**src/rtl/window_addr_gen.sv**
```systemverilog
// Sliding-window read-address generator: sweeps a KxK window with stride over NUM_CH
// row-major images stored back-to-back, emitting one tap address per enabled RUN cycle.
module window_addr_gen #(
    parameter int IMG_W       = 12,
    parameter int IMG_H       = 12,
    parameter int K           = 5,
    parameter int STRIDE      = 1,
    parameter int NUM_CH      = 2,
    parameter int START_DELAY = 0,
    parameter int ADDR_W      = 9,
    localparam int CH_W       = (NUM_CH > 1) ? $clog2(NUM_CH) : 1
) (
    input  logic              clk,
    input  logic              reset,
    input  logic              enable,
    input  logic              start,
    output logic [ADDR_W-1:0] addr,
    output logic              addr_valid,
    output logic              win_first,
    output logic              win_last,
    output logic [CH_W-1:0]   chan,
    output logic              done
);

    localparam int OUT_W = (IMG_W - K) / STRIDE + 1;
    localparam int OUT_H = (IMG_H - K) / STRIDE + 1;
    localparam int KW    = (K > 1) ? $clog2(K) : 1;
    localparam int OWW   = (OUT_W > 1) ? $clog2(OUT_W) : 1;
    localparam int OHW   = (OUT_H > 1) ? $clog2(OUT_H) : 1;
    localparam int DW    = (START_DELAY > 0) ? $clog2(START_DELAY + 1) : 1;

    localparam logic [KW-1:0]     K_LAST    = KW'(K - 1);
    localparam logic [OWW-1:0]    OCOL_LAST = OWW'(OUT_W - 1);
    localparam logic [OHW-1:0]    OROW_LAST = OHW'(OUT_H - 1);
    localparam logic [CH_W-1:0]   C_LAST    = CH_W'(NUM_CH - 1);
    localparam logic [DW-1:0]     D_LAST    = DW'(START_DELAY);
    localparam logic [ADDR_W-1:0] LINE      = ADDR_W'(IMG_W);
    localparam logic [ADDR_W-1:0] COL_STEP  = ADDR_W'(STRIDE);
    localparam logic [ADDR_W-1:0] ROW_STEP  = ADDR_W'(STRIDE * IMG_W);
    localparam logic [ADDR_W-1:0] CH_STEP   = ADDR_W'(IMG_W * IMG_H);

    if (K > IMG_W || K > IMG_H) begin : g_err_k
        $error("window_addr_gen: K larger than image");
    end else if ((IMG_W - K) % STRIDE != 0 || (IMG_H - K) % STRIDE != 0) begin : g_err_stride
        $error("window_addr_gen: stride does not tile the image");
    end
    if ((2 ** ADDR_W) < NUM_CH * IMG_W * IMG_H) begin : g_err_addr
        $error("window_addr_gen: ADDR_W too small");
    end

    typedef enum logic [1:0] {
        S_IDLE,
        S_DELAY,
        S_RUN,
        S_DONE
    } state_t;

    state_t            state_q, state_d;
    logic [DW-1:0]     dly_q, dly_d;
    logic [CH_W-1:0]   c_q, c_d;
    logic [OHW-1:0]    orow_q, orow_d;
    logic [OWW-1:0]    ocol_q, ocol_d;
    logic [KW-1:0]     kr_q, kr_d;
    logic [KW-1:0]     kc_q, kc_d;
    logic [ADDR_W-1:0] chan_base_q, chan_base_d;
    logic [ADDR_W-1:0] row_base_q, row_base_d;
    logic [ADDR_W-1:0] win_base_q, win_base_d;
    logic [ADDR_W-1:0] tap_row_q, tap_row_d;
    logic [ADDR_W-1:0] addr_q, addr_d;
    logic              valid_q, valid_d;
    logic              first_q, first_d;
    logic              last_q, last_d;
    logic              done_q, done_d;

    logic kc_wrap, kr_wrap, ocol_wrap, orow_wrap, c_last, final_tap;

    assign kc_wrap   = (kc_q == K_LAST);
    assign kr_wrap   = (kr_q == K_LAST);
    assign ocol_wrap = (ocol_q == OCOL_LAST);
    assign orow_wrap = (orow_q == OROW_LAST);
    assign c_last    = (c_q == C_LAST);
    assign final_tap = kc_wrap && kr_wrap && ocol_wrap && orow_wrap && c_last;

    always_comb begin
        state_d     = state_q;
        dly_d       = dly_q;
        c_d         = c_q;
        orow_d      = orow_q;
        ocol_d      = ocol_q;
        kr_d        = kr_q;
        kc_d        = kc_q;
        chan_base_d = chan_base_q;
        row_base_d  = row_base_q;
        win_base_d  = win_base_q;
        tap_row_d   = tap_row_q;
        addr_d      = addr_q;
        valid_d     = valid_q;
        first_d     = first_q;
        last_d      = last_q;
        done_d      = done_q;

        if (enable) begin
            unique case (state_q)
                S_IDLE, S_DONE: begin
                    if (start) begin
                        state_d     = S_DELAY;
                        dly_d       = '0;
                        c_d         = '0;
                        orow_d      = '0;
                        ocol_d      = '0;
                        kr_d        = '0;
                        kc_d        = '0;
                        chan_base_d = '0;
                        row_base_d  = '0;
                        win_base_d  = '0;
                        tap_row_d   = '0;
                        addr_d      = '0;
                        first_d     = 1'b0;
                        last_d      = 1'b0;
                        done_d      = 1'b0;
                    end
                end
                S_DELAY: begin
                    if (dly_q == D_LAST) begin
                        state_d = S_RUN;
                        valid_d = 1'b1;
                        first_d = 1'b1;
                        last_d  = (K == 1);
                    end else begin
                        dly_d = dly_q + 1'b1;
                    end
                end
                S_RUN: begin
                    if (final_tap) begin
                        state_d = S_DONE;
                        valid_d = 1'b0;
                        done_d  = 1'b1;
                    end else begin
                        // Each wrap level reloads the bases below it from its own running base,
                        // so the address is built from adds only.
                        if (!kc_wrap) begin
                            kc_d   = kc_q + 1'b1;
                            addr_d = addr_q + 1'b1;
                        end else begin
                            kc_d = '0;
                            if (!kr_wrap) begin
                                kr_d      = kr_q + 1'b1;
                                tap_row_d = tap_row_q + LINE;
                            end else begin
                                kr_d = '0;
                                if (!ocol_wrap) begin
                                    ocol_d     = ocol_q + 1'b1;
                                    win_base_d = win_base_q + COL_STEP;
                                end else begin
                                    ocol_d = '0;
                                    if (!orow_wrap) begin
                                        orow_d     = orow_q + 1'b1;
                                        row_base_d = row_base_q + ROW_STEP;
                                    end else begin
                                        orow_d      = '0;
                                        c_d         = c_q + 1'b1;
                                        chan_base_d = chan_base_q + CH_STEP;
                                        row_base_d  = chan_base_d;
                                    end
                                    win_base_d = row_base_d;
                                end
                                tap_row_d = win_base_d;
                            end
                            addr_d = tap_row_d;
                        end
                        first_d = (kc_d == '0) && (kr_d == '0);
                        last_d  = (kc_d == K_LAST) && (kr_d == K_LAST);
                    end
                end
                default: state_d = S_IDLE;
            endcase
        end
    end

    always_ff @(posedge clk or posedge reset) begin
        if (reset) begin
            state_q     <= S_IDLE;
            dly_q       <= '0;
            c_q         <= '0;
            orow_q      <= '0;
            ocol_q      <= '0;
            kr_q        <= '0;
            kc_q        <= '0;
            chan_base_q <= '0;
            row_base_q  <= '0;
            win_base_q  <= '0;
            tap_row_q   <= '0;
            addr_q      <= '0;
            valid_q     <= 1'b0;
            first_q     <= 1'b0;
            last_q      <= 1'b0;
            done_q      <= 1'b0;
        end else begin
            state_q     <= state_d;
            dly_q       <= dly_d;
            c_q         <= c_d;
            orow_q      <= orow_d;
            ocol_q      <= ocol_d;
            kr_q        <= kr_d;
            kc_q        <= kc_d;
            chan_base_q <= chan_base_d;
            row_base_q  <= row_base_d;
            win_base_q  <= win_base_d;
            tap_row_q   <= tap_row_d;
            addr_q      <= addr_d;
            valid_q     <= valid_d;
            first_q     <= first_d;
            last_q      <= last_d;
            done_q      <= done_d;
        end
    end

    // A held tap is only consumed on a cycle where enable lets the generator advance.
    assign addr_valid = valid_q && enable;
    assign addr       = addr_q;
    assign win_first  = first_q;
    assign win_last   = last_q;
    assign chan       = c_q;
    assign done       = done_q;

endmodule

```
**config.mk**
```make
export PLATFORM = sky130hd
export DESIGN_NAME = window_addr_gen
export DESIGN_NICKNAME = d
export VERILOG_FILES = /design/src/rtl/window_addr_gen.sv
export SDC_FILE = /design/constraint.sdc
export NUM_CORES = 1
export LEC_CHECK = 0
export ABC_AREA = 1
export BUFFER_PORTS_ARGS = -buffer_cell sky130_fd_sc_hd__buf_2
export CORE_AREA = 2 2 82 84
export DETAILED_ROUTE_END_ITERATION = 8
export DIE_AREA = 0 0 84 86
export PLACE_DENSITY = 0.78
export SETUP_SLACK_MARGIN = 0.2
export SYNTH_ARGS = -nofsm -noshare
export SYNTH_HDL_FRONTEND = slang
export SYNTH_SLANG_ARGS = --single-unit
export TNS_END_PERCENT = 10
```
**constraint.sdc**
```tcl
create_clock -name clk -period 2.6 [get_ports clk]
set_input_delay 0.39 -clock clk [delete_from_list [all_inputs] [get_ports clk]]
set_output_delay 0.39 -clock clk [all_outputs]
set_load 0.005 [all_outputs]
```
Word level (Yosys, flattened, before mapping)
Cells that the tools add are included.

operators by class
  multiplexer cells = 73
  add/subtract/negate cells = 11
  equal/unequal tests = 17
  reductions and logical operators = 24

operators with widths
  kind                   count
  $mux W9                20
  $pmux W9 S2            5
  $mux W3                21
  $pmux W3 S2            4
  $reduce_and A4 Y1      5
  $add A9 B1 Y9 const B  2
  $add A9 B4 Y9 const B  2
  $eq A3 B3 Y1 const B   6
  $ne A2 B2 Y1 const B   8
  $mux W1                13
  $add A3 B1 Y3 const B  4
  $add A9 B8 Y9 const B  1
  $pmux W1 S2            4
  $reduce_and A8 Y1      1
  $logic_and A1 B1 Y1    7
  $reduce_and A7 Y1      1
  $logic_not A3 Y1       2
  $mux W2                3
  $pmux W1 S3            2
  $pmux W2 S3            1
  $reduce_and A6 Y1      1
  $reduce_bool A2 Y1     3
  $reduce_and A5 Y1      1
  $eq A2 B2 Y1 const B   2
  other kinds (5)        6

storage, ports and cells
  output and inout bits = 14
  input bits = 4
  logic and storage cells = 141
  register bits = 65

Logic depth before layout (Yosys ltp)
  depth after elaboration = 12
  depth in mapped cells = 13

Least setup slack after synthesis
No wires, ideal clock.

  path kind = register -> register
  start point = register orow_q[0]
  end point = register win_base_q[3]
  library setup time = 127 ps
  arrival time = 1651 ps
  slack = 822 ps
  buffers on the path = 1
  clock period less this slack = 1778 ps
  required time = 2473 ps
  stages on the path, launching flop included = 12
  cells stage by stage = dfrtp_1 > ha_1 > ha_1 > nand4_2 > nor2_2 > nor2_4 > nand2_4 > nor2_4 > nand2_4 > buf_6 > nand2_1 > o21ai_2

on the way
  word-level cells in the longest chain between the ends = 7
  elaborated cells between the ends (all ways) = 11

ends and longest elaborated chain
  item                    line  RTL
  from (decl)             61    logic [OHW-1:0] orow_q, orow_d;
  from (signal assigned)  202   orow_q <= orow_d;
  $eq A3 B3 Y1 *          80    assign orow_wrap = (orow_q == OROW_LAST);
  $mux W9                 156   if (!orow_wrap) begin
  $mux W9                 151   if (!ocol_wrap) begin
  $mux W9                 146   if (!kr_wrap) begin
  $mux W9                 141   if (!kc_wrap) begin
  $mux W9                 134   if (final_tap) begin
  $pmux W9 S2             103   unique case (state_q)
  to (signal assigned)    208   win_base_q <= win_base_d;
  to (decl)               67    logic [ADDR_W-1:0] win_base_q, win_base_d;

Mark *: on every way between the ends. The rest lies on a longest branch, timed or not. The select of a mux whose other input is x is not followed.
A chain may end at the register's enable or synchronous reset.

Worst setup path in the final report
  start point = register kc_q[0]
  end point = register win_base_q[6]

on the way
  word-level cells in the longest chain between the ends = 7
  elaborated cells between the ends (all ways) = 8

ends and longest elaborated chain
  item                                  line  RTL
  from (decl)                           64    logic [KW-1:0] kc_q, kc_d;
  from (signal assigned)                205   kc_q <= kc_d;
  $eq A3 B3 Y1 *                        77    assign kc_wrap = (kc_q == K_LAST);
  $logic_and A1 B1 Y1 (4 in a row)      82    assign final_tap = kc_wrap && kr_wrap && ocol_wrap && orow_wrap && c_last;
  $ne A2 B2 Y1 (no source line)         --
  $reduce_and A6 Y1 (no source line) *  --

Mark *: on every way between the ends. The rest lies on a longest branch, timed or not.

==> results.tsv <==
stage	metric	value	unit
worst_hold_path	hold_path.class	primary input to async pin	
synthesis	syn_inst	473	
floorplan	io_pins	18	
cells_and_area	final_nets	519	
synthesis	syn_nets	493	
clock_tree	htreeDepth	3	
drt	viasPerCell	5.37	
place	io_buffers	17	
sta	layout_min_cycle_time	2.25	ns
critical_path	start_kind	register	
grt	grt_pass1_wl	13.8	mm
synthesis	ys_ff_latch	60	
floorplan	core_area	6280	um^2
grt	grt_max_degree	61	
floorplan	rows	29	
critical_path	ff2ff_path_depth	12	
clock_tree	cts_sinks	60	
sta	tightest_slew	0.776	ns
sta	finalSetupViolCount	0	
drt	ant_nets	0	
clock_tree	clock_path_buffers	2	
power_and_ir_drop	p_switching	1.27	mW
clock_tree	cts_made_buffers	9	
critical_path	arrival	2.47	ns
sta	final.setup_skew	0.00644	ns
critical_path	worstPathRequired	2.83	ns
power_and_ir_drop	power_density	815	nW/um^2
critical_path	r2r_start	kc_q[0]	
cells_and_area	final_cells	580	
place	dp_hpwl	5.70	mm
run	drv_cap	0	
floorplan	die_w	84	um
synthesis	synthesis.area	3670	um^2
drt	post-route-drc-count	0	
synthesis	synth_edf_count	0	
drt	routed_wl	8.04	mm
power_and_ir_drop	p_int	2.03	mW
grt	gr-usage-all-layers	0.240	
drt	dr.pass1.iters	4	
clock_tree	root_buffer	clkbuf_8	
sta	slew_headroom	0.482	
power_and_ir_drop	peakVddDrop	0.000722	V
sta	slew_viol_final	0	
place	dp_cells	559	
critical_path	crit_end	win_base_q[6]	
cells_and_area	layout-drive-gt1-share	0.157	
critical_path	worstSetupPathType	register to register	
cells_and_area	areaGrowthSynthToFinish	10.4	%
power_and_ir_drop	p_clk_frac	0.290	
grt	antenna_found_initial	0	
critical_path	r2r_setup_slack	0.35	ns
status	status	completed	
cells_and_area	diodes	0	
grt	grt_overflow	0	
power_and_ir_drop	p_comb_frac	0.357	
sta	setup-tns-final	0	ns
power_and_ir_drop	p_sw_frac	0.386	
critical_path	cp_max_fo	15	
sta	whs	0.268	ns
synthesis	ys.flop_type	dfrtp_1	
clock_tree	clkTransAtPathRegs	0.07	ns
floorplan	design.die.area	7220	um^2
clock_tree	holdBufCountCts	0	
floorplan	start_util	0.585	
synthesis	yosysWarnings	0	
critical_path	end_kind	register	
sta	timing.final.crit_share	0.865	
critical_path	r2r_end	win_base_q[6]	
critical_path	crit_start	kc_q[0]	
drt	dr_total_vias	3113	
synthesis	async_flop_share	1.00	
grt	grt_pass1_vias	2999	
clock_tree	clock_latency	0.34	ns
floorplan	die_y	86	um
power_and_ir_drop	p_leak	2.03	nW
sta	hold_violations	0	
place	place_congestion	0.905	
sta	fmax	0.445	GHz
clock_tree	cts_tree	built	
power_and_ir_drop	seq_power_share	0.353	
drt	post_drt_wl_per_cell	13.9	um
drt	drtIter0Drc	251	
power_and_ir_drop	total_power	3.30	mW
synthesis	yosysUniqueCellTypes	38	
synthesis	syn_area_per_cell	7.76	um^2
synthesis	ys_seq_area_frac	0.409	
sta	grt_setup_unrepaired	true	
[how the worst min path moves through the flow]
| stage | start | slack [ns] | to | cells past startpoint |
|---|---|---|---|---|
| finish | reset | 0.27 | state_q[0] | 3 |
| global route | enable | 0.33 | valid_q | 2 |
| CTS | reset | 0.30 | addr[4] | 3 |
| detailed placement | row_base_q[1] | 0.46 | row_base_q[1] | 2 |
| floorplan | row_base_q[1] | 0.44 | row_base_q[1] | 2 |
| global placement | row_base_q[0] | 0.45 | row_base_q[0] | 2 |
[routing by layer]
layer / track usage / share of wire / up-vias
met5: 0 / 0 / -
met4: 0.125 / 0.028 / 0
met3: 0.0327 / 0.047 / 19
met2: 0.387 / 0.47 / 74
met1: 0.318 / 0.46 / 1428
li1: - / - / 1592
[power groups by stage]
stage	combinational, mW	clock (mW)	sequential [mW]
after global placement	1.09	0	1.17
after detailed placement	1.12	0	1.18
after CTS	1.12	0.972	1.16
after floorplan	0.922	0	1.16
final	1.18	0.959	1.16
after global routing	1.32	1.01	1.18
[timing repair]
action / in CTS / in global routing
resized for setup: 0 / 0
endpoints found under the hold margin: 0 / 0
buffers inserted: 0 / 6
endpoints found under the setup margin: 0 / 16
[cell families (layout without fill, tap and decap cells)]
kind of cell               Yosys count  in the layout  synth area share
AOI/OAI and AO/OA                   89             89             0.141
xor gates and xnor gates            11             11            0.0262
adders and majority gates           16             16            0.0545
buffers and inverters               69             99            0.0855
DFF                                 60             60             0.409
and+or+nand+nor                    228            228             0.284
[through the flow]
stage	area (um^2)	util	setup WS (ns)
4_1_cts	4010	0.639	0.285
5_1_grt	4050	0.646	0.169
6_report	4050	0.646	0.351
3_5_place_dp	3780	0.603	0.313
2_1_floorplan	3670	-	0.725
3_3_place_gp	3780	0.603	0.398
[cell usage after synthesis (2+ instances only)]
master,n,area (um^2)
nand3_1,34,170
or2_2,4,25.0
o211ai_1,2,15.0
o21ai_1,19,95.1
buf_4,2,15.0
o31ai_1,4,30.0
o22ai_1,7,43.8
nor2_1,27,101
nand4_1,6,37.5
dfrtp_1,60,1500
o21ai_2,6,52.6
nor3_1,2,10.0
a21oi_1,13,65.1
o21ai_0,31,155
buf_2,4,20.0
nand2_1,137,514
nand2_2,3,18.8
nor2_2,2,12.5
inv_1,50,188
nor2_4,4,45.0
nand2_4,4,45.0
a31oi_1,2,12.5
inv_4,2,12.5
buf_6,5,56.3
xnor2_1,4,35.0
ha_1,16,200
xor2_1,7,61.3
inv_2,6,22.5
[sequential cells by signal, summed over array words and instances, names as in the netlist]
signal,cells
chan,1
ocol_q,3
win_last,1
kr_q,3
chan_base_q,5
addr,9
valid_q,1
row_base_q,9
win_base_q,9
kc_q,3
done,1
state_q,2
tap_row_q,9
win_first,1
orow_q,3
[cell usage in the layout, fill, tap and decap left out, drive strengths merged, types with 7 or more instances in the layout]
master	count
nand2	144
nor2	33
a21oi	13
dfrtp	60
nand4	7
o22ai	7
xor2	7
ha	16
o21ai	56
inv	58
clkbuf	11
buf	26
nand3	36
[final cells by class]
class,instances,area (um^2)
tap,77,96.3
timing repair buffer,26,153
sequential,60,1500
clock buffer,11,151
fill,548,2220
multi-input combinational,344,1860
clock inverter,4,72.6
inverter,58,223
[critical path, stage by stage, from the launching register on]
cell and delay (ns):
dfrtp_1 0.38, inv_1 0.07, ha_1 0.22, nand2_2 0.21, nor2_2 0.09, nand4_2 0.11, nor2_2 0.06, nor2_4 0.15
nand2_4 0.15, nor2_4 0.31, nand2_4 0.20, nand2_1 0.10, o21ai_0 0.07
Power figures use the tool's default switching activity.
